File: config.mk
export PLATFORM = sky130hd
export DESIGN_NAME = control_unit_mc_flat
export DESIGN_NICKNAME = d
export VERILOG_FILES = /design/src/rtl/control_unit_mc_if.sv /design/src/rtl/control_unit_mc.sv /design/src/flat_wrapper.sv
export SDC_FILE = /design/constraint.sdc
export NUM_CORES = 1
export LEC_CHECK = 0
export CAP_MARGIN = 5
export CELL_PAD_IN_SITES_DETAIL_PLACEMENT = 1
export CELL_PAD_IN_SITES_GLOBAL_PLACEMENT = 1
export CORE_UTILIZATION = 22
export DETAILED_ROUTE_END_ITERATION = 6
export GPL_TIMING_DRIVEN = 0
export PLACE_DENSITY = 0.85
export SETUP_SLACK_MARGIN = 0.4
export SLEW_MARGIN = 30
export SYNTH_ARGS = -nofsm -noshare
export SYNTH_HDL_FRONTEND = slang
export SYNTH_SLANG_ARGS = --single-unit
File: constraint.sdc
create_clock -name clk -period 4.8 [get_ports clk]
set_input_delay 0.72 -clock clk [delete_from_list [all_inputs] [get_ports clk]]
set_output_delay 0.72 -clock clk [all_outputs]
set_load 0.005 [all_outputs]
File: src/rtl/control_unit_mc_if.sv
// Control-unit interface bundle.
// Groups every non-clock/reset signal of the multi-core control unit.
//   master : the control unit (samples start/ir/z/core_en/mem_ready and
//            drives the strobes, bus select, ALU mode and handshakes)
//   slave  : the datapath / memory side (drives the inputs and observes
//            the strobes)
interface control_unit_mc_if #(
  parameter int IR_W      = 8,
  parameter int NUM_REGS  = 12,
  parameter int NUM_CORES = 4
);
  logic                 start;
  logic [IR_W-1:0]      ir;
  logic [NUM_CORES-1:0] z;
  logic [NUM_CORES-1:0] core_en;
  logic                 mem_ready;
  logic                 busy;
  logic                 end_op;
  logic                 illegal;
  logic                 im_rd;
  logic                 ir_ld;
  logic                 pc_inc;
  logic                 pc_ld;
  logic                 dm_rd;
  logic                 dm_wr;
  logic [3:0]           alu_mode;
  logic [3:0]           bus_ld;
  logic [NUM_REGS-1:0]  write_en;
  logic [NUM_REGS-1:0]  inc;
  logic [NUM_REGS-1:0]  clr;
  logic [NUM_CORES-1:0] core_start;

  modport master (
    input  start, ir, z, core_en, mem_ready,
    output busy, end_op, illegal, im_rd, ir_ld, pc_inc, pc_ld, dm_rd, dm_wr,
           alu_mode, bus_ld, write_en, inc, clr, core_start
  );

  modport slave (
    output start, ir, z, core_en, mem_ready,
    input  busy, end_op, illegal, im_rd, ir_ld, pc_inc, pc_ld, dm_rd, dm_wr,
           alu_mode, bus_ld, write_en, inc, clr, core_start
  );
endinterface

File: src/rtl/control_unit_mc.sv
// Multi-core control unit of the matrix-multiplier processor.
// Sequences IDLE -> FETCH -> DECODE -> EXEC (-> WB for ALU ops) and decodes
// the register strobes, bus source, ALU mode and memory handshakes.
// Ports:
//   clk - rising-edge clock
//   rst - synchronous active-high reset (priority over everything)
//   cu  - control_unit_mc_if.master: start/ir/z/core_en/mem_ready in,
//         busy/end_op/illegal/im_rd/ir_ld/pc_inc/pc_ld/dm_rd/dm_wr/
//         alu_mode/bus_ld/write_en/inc/clr/core_start out
// The state register is the only storage; every output is a combinational
// decode of the state and ir.
module control_unit_mc #(
  parameter int IR_W      = 8,
  parameter int NUM_REGS  = 12,
  parameter int NUM_CORES = 4
) (
  input  logic                clk,
  input  logic                rst,
  control_unit_mc_if.master   cu
);

  localparam int RI_W = (NUM_REGS > 1) ? $clog2(NUM_REGS) : 1;

  typedef enum logic [2:0] {
    S_IDLE,
    S_FETCH,
    S_DECODE,
    S_EXEC,
    S_WB
  } state_t;

  state_t state_q, state_d;

  logic [3:0]          opcode;
  logic [RI_W-1:0]     r;
  logic                r_ok;
  logic                uses_r;
  logic                all_z;
  logic [NUM_REGS-1:0] r_onehot;
  logic [3:0]          reg_src;
  logic [3:0]          alu_sel;

  assign opcode  = cu.ir[IR_W-1 -: 4];
  assign r       = cu.ir[RI_W-1:0];
  assign r_ok    = int'(r) < NUM_REGS;
  // Opcodes 0x1..0xB carry a register operand; NOP, END and the undefined
  // opcodes do not, so their low bits are never range-checked.
  assign uses_r  = (opcode >= 4'h1) && (opcode <= 4'hB);
  assign reg_src = 4'd4 + 4'(r);
  assign alu_sel = opcode - 4'd4;

  // Jump condition: every enabled core reports zero. An empty mask never
  // satisfies it, so JMPNZ is taken when no core is enabled.
  assign all_z = (cu.core_en != '0) && ((cu.z & cu.core_en) == cu.core_en);

  for (genvar gi = 0; gi < NUM_REGS; gi++) begin : g_onehot
    assign r_onehot[gi] = (r == RI_W'(gi));
  end

  always_ff @(posedge clk) begin
    if (rst) begin
      state_q <= S_IDLE;
    end else begin
      state_q <= state_d;
    end
  end

  always_comb begin
    state_d       = state_q;
    cu.busy       = (state_q != S_IDLE);
    cu.end_op     = 1'b0;
    cu.illegal    = 1'b0;
    cu.im_rd      = 1'b0;
    cu.ir_ld      = 1'b0;
    cu.pc_inc     = 1'b0;
    cu.pc_ld      = 1'b0;
    cu.dm_rd      = 1'b0;
    cu.dm_wr      = 1'b0;
    cu.alu_mode   = 4'd0;
    cu.bus_ld     = 4'd0;
    cu.write_en   = '0;
    cu.inc        = '0;
    cu.clr        = '0;
    cu.core_start = '0;

    case (state_q)
      S_IDLE: begin
        if (cu.start) state_d = S_FETCH;
      end

      S_FETCH: begin
        cu.im_rd = 1'b1;
        if (cu.mem_ready) begin
          cu.ir_ld  = 1'b1;
          cu.pc_inc = 1'b1;
          state_d   = S_DECODE;
        end
      end

      S_DECODE: state_d = S_EXEC;

      S_EXEC: begin
        state_d = S_FETCH;
        if (uses_r && !r_ok) begin
          // Out-of-range operand: flag it and drop all strobes.
          cu.illegal = 1'b1;
        end else begin
          case (opcode)
            4'h1: begin
              cu.dm_rd = 1'b1;
              if (cu.mem_ready) begin
                cu.bus_ld   = 4'd1;
                cu.write_en = r_onehot;
              end else begin
                state_d = S_EXEC;
              end
            end
            4'h2: begin
              cu.dm_wr  = 1'b1;
              cu.bus_ld = reg_src;
              if (!cu.mem_ready) state_d = S_EXEC;
            end
            4'h3: begin
              cu.bus_ld      = reg_src;
              cu.write_en[0] = 1'b1;
            end
            4'h4: begin
              cu.bus_ld   = 4'd4;
              cu.write_en = r_onehot;
            end
            4'h5, 4'h6, 4'h7: begin
              cu.alu_mode   = alu_sel;
              cu.bus_ld     = reg_src;
              cu.core_start = cu.core_en;
              state_d       = S_WB;
            end
            4'h8: cu.inc = r_onehot;
            4'h9: cu.clr = r_onehot;
            4'hA, 4'hB: begin
              if (all_z == (opcode == 4'hA)) begin
                cu.pc_ld  = 1'b1;
                cu.bus_ld = reg_src;
              end
            end
            4'hC, 4'hD, 4'hE: cu.illegal = 1'b1;
            4'hF: begin
              cu.end_op = 1'b1;
              state_d   = S_IDLE;
            end
            default: ;  // NOP
          endcase
        end
      end

      S_WB: begin
        // ir still holds the ALU instruction, so the mode is re-derived.
        cu.alu_mode    = alu_sel;
        cu.bus_ld      = 4'd3;
        cu.write_en[0] = 1'b1;
        state_d        = S_FETCH;
      end

      default: state_d = S_IDLE;
    endcase
  end

endmodule

File: src/flat_wrapper.sv
// flat-port wrapper written by rule: the top's interface ports become plain ports
module control_unit_mc_flat 
#(
  parameter int IR_W      = 8,
  parameter int NUM_REGS  = 12,
  parameter int NUM_CORES = 4
)
  (clk, rst, cu_start, cu_ir, cu_z, cu_core_en, cu_mem_ready, cu_busy, cu_end_op, cu_illegal, cu_im_rd, cu_ir_ld, cu_pc_inc, cu_pc_ld, cu_dm_rd, cu_dm_wr, cu_alu_mode, cu_bus_ld, cu_write_en, cu_inc, cu_clr, cu_core_start);
  control_unit_mc_if #(.IR_W(IR_W), .NUM_REGS(NUM_REGS), .NUM_CORES(NUM_CORES)) cu_i ();
  input  logic clk;
  input  logic rst;
  input wire logic [$bits(cu_i.start)-1:0] cu_start;
  input wire logic [$bits(cu_i.ir)-1:0] cu_ir;
  input wire logic [$bits(cu_i.z)-1:0] cu_z;
  input wire logic [$bits(cu_i.core_en)-1:0] cu_core_en;
  input wire logic [$bits(cu_i.mem_ready)-1:0] cu_mem_ready;
  output wire logic [$bits(cu_i.busy)-1:0] cu_busy;
  output wire logic [$bits(cu_i.end_op)-1:0] cu_end_op;
  output wire logic [$bits(cu_i.illegal)-1:0] cu_illegal;
  output wire logic [$bits(cu_i.im_rd)-1:0] cu_im_rd;
  output wire logic [$bits(cu_i.ir_ld)-1:0] cu_ir_ld;
  output wire logic [$bits(cu_i.pc_inc)-1:0] cu_pc_inc;
  output wire logic [$bits(cu_i.pc_ld)-1:0] cu_pc_ld;
  output wire logic [$bits(cu_i.dm_rd)-1:0] cu_dm_rd;
  output wire logic [$bits(cu_i.dm_wr)-1:0] cu_dm_wr;
  output wire logic [$bits(cu_i.alu_mode)-1:0] cu_alu_mode;
  output wire logic [$bits(cu_i.bus_ld)-1:0] cu_bus_ld;
  output wire logic [$bits(cu_i.write_en)-1:0] cu_write_en;
  output wire logic [$bits(cu_i.inc)-1:0] cu_inc;
  output wire logic [$bits(cu_i.clr)-1:0] cu_clr;
  output wire logic [$bits(cu_i.core_start)-1:0] cu_core_start;
  assign cu_i.start = cu_start;
  assign cu_i.ir = cu_ir;
  assign cu_i.z = cu_z;
  assign cu_i.core_en = cu_core_en;
  assign cu_i.mem_ready = cu_mem_ready;
  assign cu_busy = cu_i.busy;
  assign cu_end_op = cu_i.end_op;
  assign cu_illegal = cu_i.illegal;
  assign cu_im_rd = cu_i.im_rd;
  assign cu_ir_ld = cu_i.ir_ld;
  assign cu_pc_inc = cu_i.pc_inc;
  assign cu_pc_ld = cu_i.pc_ld;
  assign cu_dm_rd = cu_i.dm_rd;
  assign cu_dm_wr = cu_i.dm_wr;
  assign cu_alu_mode = cu_i.alu_mode;
  assign cu_bus_ld = cu_i.bus_ld;
  assign cu_write_en = cu_i.write_en;
  assign cu_inc = cu_i.inc;
  assign cu_clr = cu_i.clr;
  assign cu_core_start = cu_i.core_start;
  control_unit_mc #(.IR_W(IR_W), .NUM_REGS(NUM_REGS), .NUM_CORES(NUM_CORES)) u_core (.clk(clk), .rst(rst), .cu(cu_i));
endmodule
==> flow_metrics.py, run 1 <==
metrics = {
    "die": {
        "dieHeight_microns": 67.79,
        "num_io_pins": 77,
        "die_w_microns": 67.79,
        "coreArea_sq_um": 4086,
        "die_area_sq_um": 4595,
        "initial_utilization": 0.2330,
        "num_rows": 23,
    },
    "synth": {
        "syn_area_sq_um": 952.2,
        "syn_inst": 158,
        "avgSynthCellArea_sq_um": 6.026,
        "ys_seq_area_frac": 0.06307,
        "syn_nets": 188,
        "yosysUniqueCellTypes": 39,
        "ys_ff_latch": 3,
        "ys.warnings.count": 0,
    },
    "route": {
        "drtIter0Drc": 17,
        "firstDrtPassIters": 4,
        "via_per_inst": 4.740,
        "routed_wl_microns": 3954,
        "antenna_left": 0,
        "routedWlPerCell_microns": 13.73,
        "via_count": 1365,
        "route.detailed.drc": 0,
    },
    "global_route": {
        "grt_max_degree": 11,
        "gr-total-overflow": 0,
        "grt_pass1_wl_microns": 6492,
        "grt_usage": 0.1821,
        "antenna_found_initial": 0,
        "grt_pass1_vias": 1346,
    },
    "finish": {
        "reg_top3": "u_core.state_q (3)",
        "antenna_cells": 0,
        "area_delta_synth_final_pct": 91.20,
        "drive_gt1_frac": 0.05042,
        "regMostFlops": "u_core.state_q",
        "instances_no_fill": 288,
        "nets": 269,
        "num-fill-cells": 533,
        "largest_reg_flops": 3,
    },
    "setup_path": {
        "worstPathMaxFanout": 10,
        "start_kind": "input port",
        "worst_ep_required_time_ps": 4080,
        "setup.worst_path.class": "in2out",
        "cp.arrival_ps": 3430,
        "end_kind": "output pin",
    },
    "clock_tree": {
        "cts.path.max_buffers": 2,
        "clk_latency_ps": 220,
        "cts_sinks": 3,
        "cts_root_buf": "clkbuf_8",
        "cts_hold_buffers": 0,
        "cts_tree": "yes",
        "post_cts_buffers": 0,
        "clk_pin_slew_ps": 30,
        "cts_buffers": 3,
        "cts_resized": 0,
        "htree_levels": 1,
    },
    "timing": {
        "relSlewSlack": 0.6686,
        "fin_skew_ps": 1.993,
        "tns_ps": 0,
        "whs_ps": 660.0,
        "hold_viol_final": 0,
        "max_slew.worst_pin.slew_ps": 496.1,
        "min_period_over_period": 0.8640,
        "grt_setup_unrepaired": "false",
        "finalCriticalPeriod_ps": 4147,
        "drv_slew": 0,
        "fmax_ghz": 0.2411,
        "setup_ws_ps": 652.7,
        "setup_viol": 0,
    },
    "run_status": {
        "outcome": "finished, final reports clean",
    },
    "placement": {
        "io_buffers": 76,
        "place_congestion": 0.8092,
        "dp_slack_ps": 648.1,
        "dp_hpwl_microns": 3327,
        "place_inst": 284,
    },
    "power_and_ir_drop": {
        "ir_worst_vdd_mv": 0.1305,
        "power_density_nw_per_um2": 127.5,
        "p_total_mw": 0.2320,
        "p_leak_nw": 0.6385,
    },
    "min_path": {
        "hp-class": "reg2reg",
    },
    "flow_run": {
        "maxCapViolCount": 0,
    },
}
==> layout make-up <==
cell class | count | area (sq um) | area share
buffer | 8 | 36.28 | 0.01993
clock buffer | 4 | 45.04 | 0.02474
inverter | 7 | 26.28 | 0.01443
multi-input combinational | 140 | 829.5 | 0.4557
sequential | 3 | 60.06 | 0.03299
tap | 50 | 62.56 | 0.03436
timing repair buffer | 76 | 760.7 | 0.4179
==> cell usage after synthesis, drive strengths merged <==
cell,count,area [sq um]
o32a,1,10.01
ha,10,125.1
o32ai,1,8.760
and2,6,37.54
buf,3,17.52
nand2,17,66.32
or3b,1,11.26
nand3,10,50.05
nand4b,1,8.760
or3,1,6.260
o21a,1,7.510
a32o,1,10.01
nand2b,2,12.51
or4,1,7.510
xnor2,2,17.52
and4,1,8.760
mux2i,1,10.01
xor2,1,8.760
maj3,1,10.01
nand3b,1,7.510
or2,1,6.260
and3,2,12.51
a21oi,6,30.03
nor2,49,183.9
o221ai,1,8.760
a31oi,1,21.27
a31o,2,17.52
nor2b,9,56.30
and3b,1,8.760
nor3b,2,15.01
clkbuf,5,18.77
o22ai,1,6.260
a22o,1,8.760
inv,7,26.28
dfxtp,3,60.06
a2111oi,1,15.01
o21ai,3,15.01
==> cell families after synthesis <==
logic type,after synthesis,synth area share
xor gates and xnor gates,3,0.02760
DFF,3,0.06308
muxes,1,0.01051
and+or+nand+nor,105,0.5243
buffers and inverters,15,0.06571
adders and majority gates,11,0.1419
AOI/OAI and AO/OA,20,0.1669
==> final timing paths <==
| kind | start | end | slack, ps | cells past startpoint |
|---|---|---|---|---|
| max | cu_ir[6] | cu_alu_mode[1] | 650 | 9 |
| min | u_core.state_q[2] | u_core.state_q[1] | 660 | 2 |
| max reg2reg | u_core.state_q[0] | u_core.state_q[1] | 3040 | 6 |
| min reg2reg | u_core.state_q[2] | u_core.state_q[1] | 660 | 2 |
==> per-stage QoR <==
step	utilization	instance area (sq um)
floorplan	-	952.2
global placement	0.4345	1775
detailed placement	0.4345	1775
CTS	0.4455	1821
global route	0.4455	1821
finish	0.4455	1821
==> where the power goes <==
part           leakage, nW  switching (mW)  internal, mW
combinational        0.591          0.0603        0.0675
sequential          0.0245         0.00103        0.0298
clock               0.0228          0.0168        0.0567
==> cell usage in the layout (no fill, tap or decap), drive strengths merged, types with 2 or more instances in the layout <==
master	count
clkdlybuf4s50	76
nor2	49
nand2	17
nand3	10
ha	10
nor2b	9
clkbuf	9
inv	7
and2	6
a21oi	6
o21ai	3
dfxtp	3
buf	3
nand2b	2
nor3b	2
a31o	2
and3	2
xnor2	2
==> critical path, stage by stage <==
cell             delay, ps
clkdlybuf4s50_1        490
inv_1                  150
ha_1                   190
or3b_4                 400
a31oi_4                330
and3b_1                340
nor2_1                 120
nor2b_1                140
clkdlybuf4s50_1        530
==> layer usage <==
metal	up-vias	wire length (microns)	GRT usage
met4	0	0	0.007813
li1	686	-	-
met3	0	159	0.02872
met2	28	2038	0.3317
met5	-	0	0
met1	651	1756	0.2327
(Power assumes the default switching activity.)
==> inputs of run 2 (changes only) <==
SLEW_MARGIN = 0   (was 30)
==> results of run 2 <==
The final DEF is identical to that of run 1; final timing and power are the same.
==> inputs of run 3 (changes only) <==
GPL_TIMING_DRIVEN = default   (was 0)
PLACE_DENSITY = default   (was 0.85)
PLACE_DENSITY_LB_ADDON = 0.1   (was default)
==> run 3 against run 2 <==
Clock skew is 0.95 ps lower; non-clock buffer count down 6; global-route usage shrank 0.19 points; sequential share of layout area is essentially flat; routed wire length increased by 4.5%; maximum frequency is 1.4% lower; worst hold slack better by 13 ps; die area unchanged; setup slack lost 59 ps; total power is 1.3% lower; via count is 2.1% lower; clock power fell by 2%; largest power group unchanged.
==> flow_metrics.py, run 3 (synthesis gave the netlist of run 1 again) <==
metrics = {
    "finish": {
        "mostFrequentLayoutCells": "clkdlybuf4s50_1, nor2_1, nand2_1",
        "final_core_utilization": 0.4415,
        "area_delta_synth_final_pct": 89.49,
        "drive_gt1_frac": 0.05172,
        "final_common_cell": "clkdlybuf4s50_1",
        "num-fill-cells": 524,
        "final_cell_area_sq_um": 1804,
        "largest_reg_flops": 3,
        "antenna_cells": 0,
        "nets": 263,
        "reg_top3": "u_core.state_q (3)",
        "regMostFlops": "u_core.state_q",
    },
    "flow_run": {
        "maxCapViolCount": 0,
    },
    "route": {
        "drtIter0Drc": 41,
        "via_count": 1336,
        "routedWlPerCell_microns": 14.66,
        "routed_wl_microns": 4133,
        "route.detailed.drc": 0,
        "antenna_left": 0,
        "via_per_inst": 4.738,
        "firstDrtPassIters": 4,
    },
    "placement": {
        "dpl_cell_area_sq_um": 1754,
        "dp_hpwl_microns": 3374,
        "dp_slack_ps": 593.5,
        "io_buffers": 76,
        "place_congestion": 0.6852,
    },
    "timing": {
        "setup_ws_ps": 593.5,
        "min_period_over_period": 0.8764,
        "grt_setup_unrepaired": "true",
        "tns_ps": 0,
        "finalCriticalPeriod_ps": 4207,
        "fmax_ghz": 0.2377,
        "setup_viol": 0,
        "drv_slew": 0,
        "fin_skew_ps": 1.045,
        "max_slew.worst_pin.slew_ps": 481.3,
        "hold_viol_final": 0,
        "relSlewSlack": 0.6782,
    },
    "clock_tree": {
        "cts_buffers": 3,
        "htree_levels": 1,
        "clk_pin_slew_ps": 30,
        "cts_root_buf": "clkbuf_8",
        "cts.path.max_buffers": 2,
        "clk_latency_ps": 210,
        "post_cts_buffers": 0,
        "cts_tree": "yes",
        "cts_sinks": 3,
    },
    "die": {
        "die_area_sq_um": 4595,
        "dieHeight_microns": 67.79,
        "die_w_microns": 67.79,
        "coreArea_sq_um": 4086,
        "initial_utilization": 0.2330,
        "num_rows": 23,
        "num_io_pins": 77,
    },
    "setup_path": {
        "setup.worst_path.class": "in2out",
        "cp_common_cell": "clkdlybuf4s50_1",
        "cp_slowest_cell": "clkdlybuf4s50_1",
        "crit_start": "cu_ir[6]",
        "worst_path_largest_cell_delay_ps": 560,
        "cp.arrival_ps": 3490,
        "worst_ep_required_time_ps": 4080,
        "timing.rr.start": "u_core.state_q[0]",
        "worstPathMaxFanout": 12,
        "start_kind": "input port",
        "critical_path.cell_chain": "clkdlybuf4s50_1 -> inv_1 -> ha_1 -> nand2b_1 -> a31oi_4 -> nand2_1 -> o221ai_1 -> clkdlybuf4s50_1",
        "end_kind": "output pin",
    },
    "power_and_ir_drop": {
        "p_leak_nw": 0.6324,
        "p_total_mw": 0.2290,
        "ir_worst_vdd_mv": 0.09846,
        "power_density_nw_per_um2": 126.9,
    },
    "min_path": {
        "holdCritStartpoint": "u_core.state_q[2]",
        "hp-class": "reg2reg",
    },
    "global_route": {
        "grt_pass1_wl_microns": 6403,
        "antenna_found_initial": 0,
        "grt_pass1_vias": 1355,
        "grt_max_degree": 16,
        "grt_usage": 0.1802,
        "gr-total-overflow": 0,
    },
    "run_status": {
        "outcome": "finished, final reports clean",
    },
}
==> run 3: worst paths after layout <==
| path | slack (ps) | depth (start not counted) | endpoint |
|---|---|---|---|
| hold / removal | 670 | 2 | u_core.state_q[1] |
| hold reg to reg | 670 | 2 | u_core.state_q[1] |
| setup reg to reg | 3130 | 5 | u_core.state_q[1] |
| setup / recovery | 590 | 8 | cu_write_en[0] |
==> run 3: cell type report <==
| cell class | count | area, sq um | area share |
|---|---|---|---|
| multi-input combinational | 140 | 834.6 | 0.4626 |
| timing repair buffer | 78 | 775.7 | 0.4300 |
| tap | 50 | 62.56 | 0.03467 |
| sequential | 3 | 60.06 | 0.03329 |
| clock buffer | 4 | 45.04 | 0.02497 |
| inverter | 7 | 26.28 | 0.01456 |
==> run 3: worst max-delay path: cells and delay by family <==
| family | cells | cell delay (ps) |
|---|---|---|
| AND/OR/NAND/NOR | 2 | 600 |
| AO/OA/AOI/OAI | 2 | 640 |
| adder cells (fa/ha/maj) | 1 | 320 |
| buffers and inverters | 3 | 1200 |
==> run 3: through the flow <==
step	cells	hold WS, ps
after detailed placement	278	687.4
after global placement	278	649.7
after global routing	282	728.9
after floorplan	158	585.6
final	282	673.1
after CTS	282	683.1
==> run 3: power by group <==
part / total [mW] / switching [mW] / internal, mW
Sequential: 0.0409 / 0.0110 / 0.0299
Combinational: 0.116 / 0.0515 / 0.0649
Clock: 0.0717 / 0.0152 / 0.0565
==> run 3: per-layer routing <==
layer | up-vias | GRT usage | wire length (microns)
met5 | - | 0 | 0
met4 | 0 | 0.03125 | 32
met3 | 4 | 0.01689 | 179
met2 | 39 | 0.3366 | 2097
met1 | 618 | 0.2215 | 1824
li1 | 675 | - | -
==> run 3: what timing repair did <==
action / in CTS / in global routing
resized for setup: 0 / 1
hold buffers: 0 / 0
setup endpoints to repair: 0 / 1
